--- src/rtl/jt12_pkg.sv ---
// Shared constants for the JT12 timer register block: register map, status bits, busy length.
package jt12_pkg;

    localparam logic [7:0] REG_TIMER_A_HI = 8'h24;
    localparam logic [7:0] REG_TIMER_A_LO = 8'h25;
    localparam logic [7:0] REG_TIMER_B    = 8'h26;
    localparam logic [7:0] REG_TIMER_CTRL = 8'h27;

    localparam int unsigned STATUS_BUSY   = 7;
    localparam int unsigned STATUS_FLAG_B = 1;
    localparam int unsigned STATUS_FLAG_A = 0;

    localparam int unsigned BUSY_CYCLES_DEF = 32;

    localparam logic [1:0] CSM_MODE = 2'b10;

endpackage

--- src/rtl/jt12_busy.sv ---
// Write-busy timer: loads BUSY_CYCLES on start and counts down on clk_en.
module jt12_busy
    import jt12_pkg::*;
#(
    parameter int unsigned BUSY_CYCLES = BUSY_CYCLES_DEF
) (
    input  logic clk,
    input  logic rst,
    input  logic clk_en,
    input  logic start,
    output logic busy
);

    localparam int unsigned CntW = $clog2(BUSY_CYCLES + 1);

    logic [CntW-1:0] cnt;

    // A new start reloads even when it coincides with a clk_en decrement.
    always_ff @(posedge clk) begin
        if (rst) begin
            cnt  <= '0;
            busy <= 1'b0;
        end else if (start) begin
            cnt  <= CntW'(BUSY_CYCLES);
            busy <= 1'b1;
        end else if (clk_en && busy) begin
            cnt <= cnt - CntW'(1);
            if (cnt == CntW'(1)) begin
                busy <= 1'b0;
            end
        end
    end

endmodule

--- src/rtl/jt12_timer_regs.sv ---
// CPU-facing timer registers of the JT12: address/data decode, timer A/B setup, CSM key-on, status.
module jt12_timer_regs
    import jt12_pkg::*;
#(
    parameter int unsigned BUSY_CYCLES = BUSY_CYCLES_DEF
) (
    input  logic       clk,
    input  logic       rst,
    input  logic       clk_en,
    input  logic       cs_n,
    input  logic       wr_n,
    input  logic [1:0] addr,
    input  logic [7:0] din,
    input  logic       flag_A,
    input  logic       flag_B,
    input  logic       overflow_A,
    output logic [9:0] value_A,
    output logic [7:0] value_B,
    output logic       load_A,
    output logic       load_B,
    output logic       enable_irq_A,
    output logic       enable_irq_B,
    output logic       clr_flag_A,
    output logic       clr_flag_B,
    output logic       csm,
    output logic       csm_keyon,
    output logic [7:0] dout
);

    logic       strobe;
    logic       strobe_q;
    logic       access;
    logic       data_acc;
    logic [7:0] reg_addr;
    logic       part;
    logic       busy;

    // strobe_q resets low so a strobe already held at reset release is not an access.
    assign strobe   = cs_n | wr_n;
    assign access   = strobe_q & ~strobe;
    assign data_acc = access & addr[0];

    always_ff @(posedge clk) begin
        if (rst) begin
            strobe_q     <= 1'b0;
            reg_addr     <= '0;
            part         <= 1'b0;
            value_A      <= '0;
            value_B      <= '0;
            load_A       <= 1'b0;
            load_B       <= 1'b0;
            enable_irq_A <= 1'b0;
            enable_irq_B <= 1'b0;
            clr_flag_A   <= 1'b0;
            clr_flag_B   <= 1'b0;
            csm          <= 1'b0;
            csm_keyon    <= 1'b0;
        end else begin
            strobe_q   <= strobe;
            clr_flag_A <= 1'b0;
            clr_flag_B <= 1'b0;
            if (access && !addr[0]) begin
                reg_addr <= din;
                part     <= addr[1];
            end
            if (data_acc && !part) begin
                case (reg_addr)
                    REG_TIMER_A_HI: value_A[9:2] <= din;
                    REG_TIMER_A_LO: value_A[1:0] <= din[1:0];
                    REG_TIMER_B:    value_B      <= din;
                    REG_TIMER_CTRL: begin
                        csm          <= (din[7:6] == CSM_MODE);
                        clr_flag_B   <= din[5];
                        clr_flag_A   <= din[4];
                        enable_irq_B <= din[3];
                        enable_irq_A <= din[2];
                        load_B       <= din[1];
                        load_A       <= din[0];
                    end
                    default: ;
                endcase
            end
            if (clk_en) begin
                csm_keyon <= overflow_A & csm;
            end
        end
    end

    jt12_busy #(
        .BUSY_CYCLES(BUSY_CYCLES)
    ) u_busy (
        .clk   (clk),
        .rst   (rst),
        .clk_en(clk_en),
        .start (data_acc),
        .busy  (busy)
    );

    always_comb begin
        dout                = 8'h00;
        dout[STATUS_BUSY]   = busy;
        dout[STATUS_FLAG_B] = flag_B;
        dout[STATUS_FLAG_A] = flag_A;
    end

endmodule

--- config.mk ---
export PLATFORM = sky130hd
export DESIGN_NAME = jt12_timer_regs
export DESIGN_NICKNAME = d
export VERILOG_FILES = /design/src/rtl/jt12_pkg.sv /design/src/rtl/jt12_busy.sv /design/src/rtl/jt12_timer_regs.sv
export SDC_FILE = /design/constraint.sdc
export NUM_CORES = 1
export LEC_CHECK = 0
export BUFFER_PORTS_ARGS = -buffer_cell sky130_fd_sc_hd__clkbuf_2
export CAP_MARGIN = 20
export CORE_UTILIZATION = 35
export DETAILED_ROUTE_END_ITERATION = 16
export SYNTH_ARGS = -nofsm -noshare
export SYNTH_HDL_FRONTEND = slang
export SYNTH_SLANG_ARGS = --single-unit
--- constraint.sdc ---
create_clock -name clk -period 2.6 [get_ports clk]
set_input_delay 0.13 -clock clk [delete_from_list [all_inputs] [get_ports clk]]
set_output_delay 0.13 -clock clk [all_outputs]
set_load 0.05 [all_outputs]
### After elaboration in Yosys (flattened, before gate mapping)

Cells that the tools add are included.

| operators by class | value |
|---|---|
| add/sub/neg operators | 1 |
| equal/unequal tests | 6 |
| reductions and logical operators | 14 |
| multiplexer cells | 5 |
| bitwise gates (word level) | 7 |

Operator list:

| cell | count |
|---|---|
| $eq 8x6->1 const B | 4 |
| $mux 6 | 2 |
| $reduce_and 2->1 | 5 |
| $eq 6x1->1 const B | 1 |
| $sub 6x1->6 const B | 1 |
| $reduce_bool 2->1 | 2 |
| $and 1x1->1 | 3 |
| $logic_and 1x1->1 | 3 |
| $mux 1 | 3 |
| $not 1->1 | 3 |
| $reduce_or 3->1 | 1 |
| $eq 2x2->1 const B | 1 |
| $logic_not 1->1 | 2 |
| $reduce_or 2->1 | 1 |
| $or 1x1->1 | 1 |

| word-level totals | value |
|---|---|
| word-level logic and storage cells | 50 |
| register bits | 43 |

### Depth between registers and ports, before layout

Gate-level depths: netlist of the first run.

| logic depth | value |
|---|---|
| word-level depth | 7 |
| depth in mapped cells | 5 |
| depth with buffers taken out | 5 |

### By module

A second synthesis of the first run with hierarchy kept.

| second synthesis, totals | value |
|---|---|
| cells, all modules | 189 |
| area total of the unflattened synthesis | 1880.6 µm² |

By module, submodules not included:

| module | instances | cells an instance | area each (µm²) |
|---|---|---|---|
| jt12_timer_regs | 1 | 154 | 1556.5 |
| jt12_busy | 1 | 35 | 324.1 |

### Worst setup path after synthesis of the first run

No wires, ideal clock.

| timing | value |
|---|---|
| path type | reg2reg |
| start | register reg_addr[7] |
| end | register csm |
| buffers on the path | 1 |
| setup time | 121 ps |
| arrival | 1316 ps |
| stages on the path, launching flop included | 5 |
| path slack | 1163 ps |
| clock period less this slack | 1437 ps |
| required time | 2479 ps |
| path through | dfxtp_1 -> nor4b_4 -> and4_1 -> buf_6 -> mux2_4 |

| on the way | value |
|---|---|
| cells in the longest elaborated chain, start to end | 2 |

Ends and longest elaborated chain:

| what | RTL line | text |
|---|---|---|
| from (decl) | jt12_timer_regs.sv:34 | `logic [7:0] reg_addr;` |
| from (signal assigned) | jt12_timer_regs.sv:63 | `reg_addr <= din;` |
| $eq 8x6->1 | jt12_timer_regs.sv:67 | `case (reg_addr)` |
| $reduce_and 2->1 (no line) | n/a |  |
| to (signal assigned) | jt12_timer_regs.sv:72 | `csm <= (din[7:6] == CSM_MODE);` |
| to (decl) | jt12_timer_regs.sv:25 | `output logic csm,` |

Every way passes these cells.
A chain may end at the register's enable or synchronous reset.

### Final worst setup path of the first run

Ends and elaborated chain as after synthesis.

==> flow_metrics.tcl, run 1 <==
set metrics [dict create \
    ioPinCount 52 \
    dieArea_um2 5703 \
    syn-instance-count 193 \
    wirelength_um 3707 \
    critPathMaxFanout 6 \
    cts_tree "yes" \
    synth_edf_count 0 \
    detail-route-antenna-nets 0 \
    holdBufCountCts 0 \
    timing.critical_path.to_type "register" \
    switching_power_mw 0.2746 \
    grt_use_met1 0.1878 \
    r2r-start "reg_addr[7]$_SDFFE_PP0P_" \
    rsz0062_at_grt "no" \
    synth_ff_type "dfxtp_1" \
    critical_path_buf_inv_count 0 \
    crit_path_cell_trace "nor4b_4, and4_1, mux2_4" \
    setup_ws_ps 1029 \
    slew_headroom 0.4247 \
    port_buffers 42 \
    postSynthAreaPerCell_um2 9.802 \
    power_frac_seq 0.570 \
    pwr-share-comb 0.069 \
    cts.sinks 43 \
    slowest_delay_ps 410 \
    min-delay-start "addr[1]" \
    syn2layout_area_growth_pct 15.87 \
    top_usage_layer "met2" \
    synth_area_leader_cell "dfxtp_1" \
    ys_seq_area_frac 0.4550 \
    hold_violations 0 \
    reg2reg_slack_ps 1030 \
    synth_top_area_frac 0.4550 \
    p_clk_frac 0.361 \
    worstSkewPairLatency_ps 290 \
    use_met2 0.1974 \
    maxCapViolCount 0 \
    report.final.slew_viol_count 0 \
    critPathLaunchType "register" \
    finalCriticalPeriod_ps 1571 \
    drtIter0Drc 55 \
    die_x_um 75.52 \
    fin_skew_ps 5.519 \
    cts_root_buf "clkbuf_8" \
    yosysWarnings 0 \
    grt_pass1_wl_um 5678 \
    cts.path.max_buffers 2 \
    postSynth.asyncResetShare 0 \
    path_class "reg2reg" \
    worstMarginPinSlew_ps 860.7 \
    postCtsSetupRepairBufs 0 \
    initial_utilization 0.3657 \
    leakage_nw 0.9373 \
    synth_area_um2 1892 \
    worstHoldEndpoint "part$_SDFFE_PP0P_" \
    wl_per_cell_um 12.36 \
    vias 1400 \
    nets 250 \
    antenna_found_initial 0 \
    synth_top_cells_by_area "dfxtp_1 (46%), mux2i_1 (12%), nand2b_1 (11%)" \
    holdPathStages 3 \
    worst_ep_required_time_ps 2780 \
    placed_cell_area_um2 2105 \
    cp_top_family "simple AND/OR/NAND/NOR gates" \
    internal-power_mw 0.9008 \
    power_switching_share 0.2336 \
    grt_pass1_vias 1169 \
    die_h_um 75.52 \
    drc 0 \
    dpl.hpwl_um 2694 \
    cts-buffers-inserted 5 \
    cts_resized 0 \
    r2r_cells 3 \
    period_share 0.6041 \
    pre_cts_ws_ps 1049 \
    globalplace.congestion 0.7058 \
    postLayoutCellArea_um2 2192 \
    htree_levels 2 \
    grt_usage 0.1370 \
    reg2reg_to "csm$_SDFFE_PP0P_" \
    peakVddDrop_v 0.0001691 \
    power.density_nw_per_um2 536.2 \
    fmax_mhz 636.6 \
    crit_slowest_cell "nor4b_4" \
    status "finished, final reports clean" \
    vias_per_cell 4.667 \
    rows 26 \
    drive_above_1_share 0.2304 \
    antennaDiodeCount 0 \
    synth-seq-cells 43 \
    yosysUniqueCellTypes 37 \
    tns_ps 0 \
    met3_usage 0.04497 \
    overflow 0 \
    path_clk_slew_ps 80 \
    first_pass_iters 4 \
    holdCritPathClass "in2reg" \
    setup_viol 0 \
    core_um2 5172 \
    grt_max_degree 48 \
    worst_ep_arrival_time_ps 1750 \
]
[per-layer routing]
| layer | vias up | part of all wire | wire, um |
|---|---|---|---|
| met5 | - | 0 | 0 |
| met4 | 0 | 0.0089 | 33 |
| met3 | 4 | 0.050 | 184 |
| met2 | 39 | 0.43 | 1604 |
| met1 | 633 | 0.51 | 1884 |
| li1 | 724 | - | - |
[registers in the layout, summed over array words and instances, names as in the netlist, 6 cells and up]
signal and cells:
value_A 10, reg_addr 8, value_B 8, u_busy.cnt 6
[cell type report]
class                           count  area, um2
Fill cell                         527       2980
Multi-Input combinational cell    136      938.4
Sequential cell                    43      860.8
Timing Repair Buffer               42      210.2
Tap cell                           70      87.58
Clock buffer                        6      82.58
Inverter                            2      7.507
Clock inverter                      1      5.005
[power groups by stage]
stage / logic [mW] / registers, mW / clock network, mW
after global placement: 0.0816 / 0.685 / 0
after CTS: 0.0818 / 0.670 / 0.441
after floorplan: 0.0706 / 0.684 / 0
after global routing: 0.0886 / 0.671 / 0.470
after detailed placement: 0.0817 / 0.685 / 0
final: 0.0814 / 0.670 / 0.424
[cells in the mapped netlist (all sizes together), types with 2 or more instances]
| cell type | instances |
|---|---|
| dfxtp | 43 |
| nand2b | 32 |
| mux2i | 22 |
| nand2 | 20 |
| a21oi | 14 |
| buf | 10 |
| clkbuf | 6 |
| nor2 | 5 |
| and4 | 3 |
| nand4 | 3 |
| nor3b | 3 |
| nor4b | 3 |
| or3 | 3 |
| and3b | 2 |
| ha | 2 |
| inv | 2 |
| nand3 | 2 |
| nand4bb | 2 |
| nor2b | 2 |
| o21ai | 2 |
| o31ai | 2 |
[per-stage QoR]
stage / cells / power (mW) / util / hold WS, ps
3_5_place_dp: 293 / 0.7672 / 0.4069 / 260.6
4_1_cts: 300 / 1.192 / 0.4238 / 53.21
2_1_floorplan: 197 / 0.7545 / - / 245.2
6_report: 300 / 1.175 / 0.4238 / 57.68
3_3_place_gp: 293 / 0.7667 / 0.4069 / 260.6
5_1_grt: 300 / 1.230 / 0.4238 / 59.00
[cells by family after synthesis]
family	share of synthesized area
AO/OA/AOI/OAI	0.05820
multiplexers	0.1243
XOR/XNOR	0.009261
other	0.001982
adder cells (fa/ha/maj)	0.01323
AND/OR/NAND/NOR	0.2811
flip-flops	0.4550
buffers and inverters	0.05688
[placed cells by master (no fill, tap or decap), types with 3 or more instances in the layout]
cell       n
or3_1      3
mux2i_1   22
nor2_1     5
nand2_1   20
dfxtp_1   43
clkbuf_2  42
conb_1     5
and4_1     3
a21oi_1   14
nor3b_1    3
nand2b_1  32
clkbuf_8   6
[worst min-delay path, cell delays in order]
cell      delay [ps]
clkbuf_2          80
nand2_1           50
a21oi_1           50
[worst max-delay path by stage]
stage                        startpoint          endpoint  slack, ps  cells past startpoint
4_1_cts        reg_addr[7]$_SDFFE_PP0P_  csm$_SDFFE_PP0P_       1020                      3
5_1_grt        reg_addr[7]$_SDFFE_PP0P_  csm$_SDFFE_PP0P_        970                      3
3_5_place_dp   reg_addr[7]$_SDFFE_PP0P_  csm$_SDFFE_PP0P_       1050                      3
3_3_place_gp   reg_addr[7]$_SDFFE_PP0P_  csm$_SDFFE_PP0P_       1080                      3
6_report       reg_addr[7]$_SDFFE_PP0P_  csm$_SDFFE_PP0P_       1030                      3
2_1_floorplan  reg_addr[7]$_SDFFE_PP0P_  csm$_SDFFE_PP0P_       1160                      4
(Power assumes the default switching activity.)
==> run 2, diff against run 1 <==
==> constraint.sdc (replaced) <==
create_clock -name clk -period 1.3 [get_ports clk]
set_input_delay 0.065 -clock clk [delete_from_list [all_inputs] [get_ports clk]]
set_output_delay 0.065 -clock clk [all_outputs]
set_load 0.05 [all_outputs]
==> run 2 against run 1 <==
Compared with the run above: power up 120%; clock skew is essentially flat; setup slack worse by 1100 ps; worst hold slack worse by 41 ps; the run now ends with setup timing left; core utilization is 4.9 points higher; largest cell class unchanged.
==> flow_metrics.tcl, run 2 (synthesized netlist as in run 1, its figures left out) <==
set metrics [dict create \
    status "complete, but fails checks" \
    violations "setup timing" \
    period_share 1.034 \
    met3_usage 0.03836 \
    port_buffers 42 \
    vias 1478 \
    hold_violations 0 \
    layout_common_cells "clkbuf_2 (42), dfxtp_1 (36), nand2b_1 (32)" \
    worst_ep_arrival_time_ps 1530 \
    first_pass_iters 4 \
    worst_ep_required_time_ps 1480 \
    critical_path_buf_inv_count 0 \
    rows 26 \
    critical_path_depth 3 \
    initial_utilization 0.3657 \
    setup_viol 17 \
    syn2layout_area_growth_pct 29.30 \
    ioPinCount 52 \
    power.density_nw_per_um2 1034 \
    crit_slowest_cell "dfxtp_2" \
    fin_skew_ps 5.886 \
    finalCriticalPeriod_ps 1344 \
    die_x_um 75.52 \
    path_class "reg2reg" \
    cts.sinks 43 \
    grt_max_degree 35 \
    vias_per_cell 4.619 \
    crit_path_cell_trace "nor4b_4, and4_1, mux2_4" \
    pre_cts_ws_ps -53.49 \
    final_cells 320 \
    holdCritPathClass "in2reg" \
    grt_pass1_wl_um 5899 \
    cts.path.max_buffers 2 \
    r2r_cells 3 \
    cp_top_family "simple AND/OR/NAND/NOR gates" \
    maxCapViolCount 0 \
    largest_reg_flops 10 \
    leakage_nw 1.058 \
    use_met2 0.2133 \
    globalplace.congestion 0.7460 \
    die_h_um 75.52 \
    wirelength_um 3847 \
    grt_usage 0.1391 \
    rsz0062_at_grt "yes" \
    critPathLaunchType "register" \
    nets 270 \
    htree_levels 2 \
    reg.largest.list "value_A: 10 flops, reg_addr: 8 flops, value_B: 8 flops" \
    antennaDiodeCount 0 \
    drive_above_1_share 0.3600 \
    grt_use_met1 0.1831 \
    cts-buffers-inserted 5 \
    drc 0 \
    top_usage_layer "met2" \
    wl_per_cell_um 12.02 \
    final_common_cell "clkbuf_2" \
    slowest_delay_ps 340 \
    fillers 506 \
    worstSkewPairLatency_ps 290 \
    dp.cells 309 \
    dieArea_um2 5703 \
    report.final.slew_viol_count 0 \
    drtIter0Drc 45 \
    cts_root_buf "clkbuf_8" \
    detail-route-antenna-nets 0 \
    overflow 0 \
    peakVddDrop_v 0.0004112 \
    holdPathStages 3 \
    critPathMaxFanout 4 \
    largest_register "value_A" \
    antenna_found_initial 0 \
    setup_ws_ps -43.78 \
    timing.critical_path.to_type "register" \
    path_clk_slew_ps 80 \
    cts_tree "yes" \
    fmax_mhz 744.2 \
    core_um2 5172 \
    dpl.hpwl_um 2809 \
    grt_pass1_vias 1261 \
]
[run 2: path summary, 6_finish.rpt]
path	from	end	slack [ps]
min	din[0]	reg_addr[0]$_SDFFE_PP0P_	20
max reg2reg	reg_addr[7]$_SDFFE_PP0P_	csm$_SDFFE_PP0P_	-40
min reg2reg	reg_addr[5]$_SDFFE_PP0P_	reg_addr[5]$_SDFFE_PP0P_	450
max	reg_addr[7]$_SDFFE_PP0P_	csm$_SDFFE_PP0P_	-40
[run 2: layout make-up]
| type | instances | area [um2] | area share |
|---|---|---|---|
| Tap cell | 70 | 87.58 | 0.03581 |
| Clock buffer | 6 | 72.57 | 0.02967 |
| Multi-Input combinational cell | 136 | 989.7 | 0.4046 |
| Sequential cell | 43 | 869.6 | 0.3555 |
| Clock inverter | 1 | 30.03 | 0.01228 |
| Timing Repair Buffer | 62 | 389.1 | 0.1591 |
| Inverter | 2 | 7.507 | 0.003069 |
[run 2: what timing repair did]
item,in CTS,in global routing
hold endpoints to repair,2,0
endpoints found under the setup margin,28,28
pin swaps,3,5
resized for setup,6,17
buffers inserted,0,2
hold buffers,2,0
[run 2: where the power goes]
| part | internal (mW) | switching (mW) | total, mW | leakage, nW |
|---|---|---|---|---|
| Combinational | 0.0825 | 0.116 | 0.198 | 0.656 |
| Sequential | 1.33 | 0.0115 | 1.34 | 0.350 |
| Clock | 0.563 | 0.427 | 0.990 | 0.0513 |
| Total | 1.98 | 0.554 | 2.53 | 1.06 |
[run 2: worst register-to-register path: stages, from the launching register on]
cell,delay [ps]
dfxtp_2,340
nor4b_4,320
and4_1,280
mux2_4,300
[run 2: through the flow]
step | power (mW) | utilization | area, um2 | TNS, ps | hold WS, ps
after floorplan | 1.509 | - | 1908 | -125.4 | 180.2
after global placement | 1.554 | 0.4328 | 2238 | -155.2 | 130.6
after detailed placement | 1.556 | 0.4328 | 2238 | -444.2 | 130.6
after CTS | 2.551 | 0.4601 | 2380 | -498.9 | 12.77
after global routing | 2.639 | 0.4729 | 2446 | -1876 | 23.46
final | 2.529 | 0.4729 | 2446 | -314.0 | 17.07
[run 2: per-layer routing]
metal | wire [um] | share of wire | vias up
met1 | 1946 | 0.51 | 670
met2 | 1686 | 0.44 | 33
li1 | - | - | 769
met5 | 0 | 0 | -
met4 | 52 | 0.014 | 0
met3 | 161 | 0.042 | 6
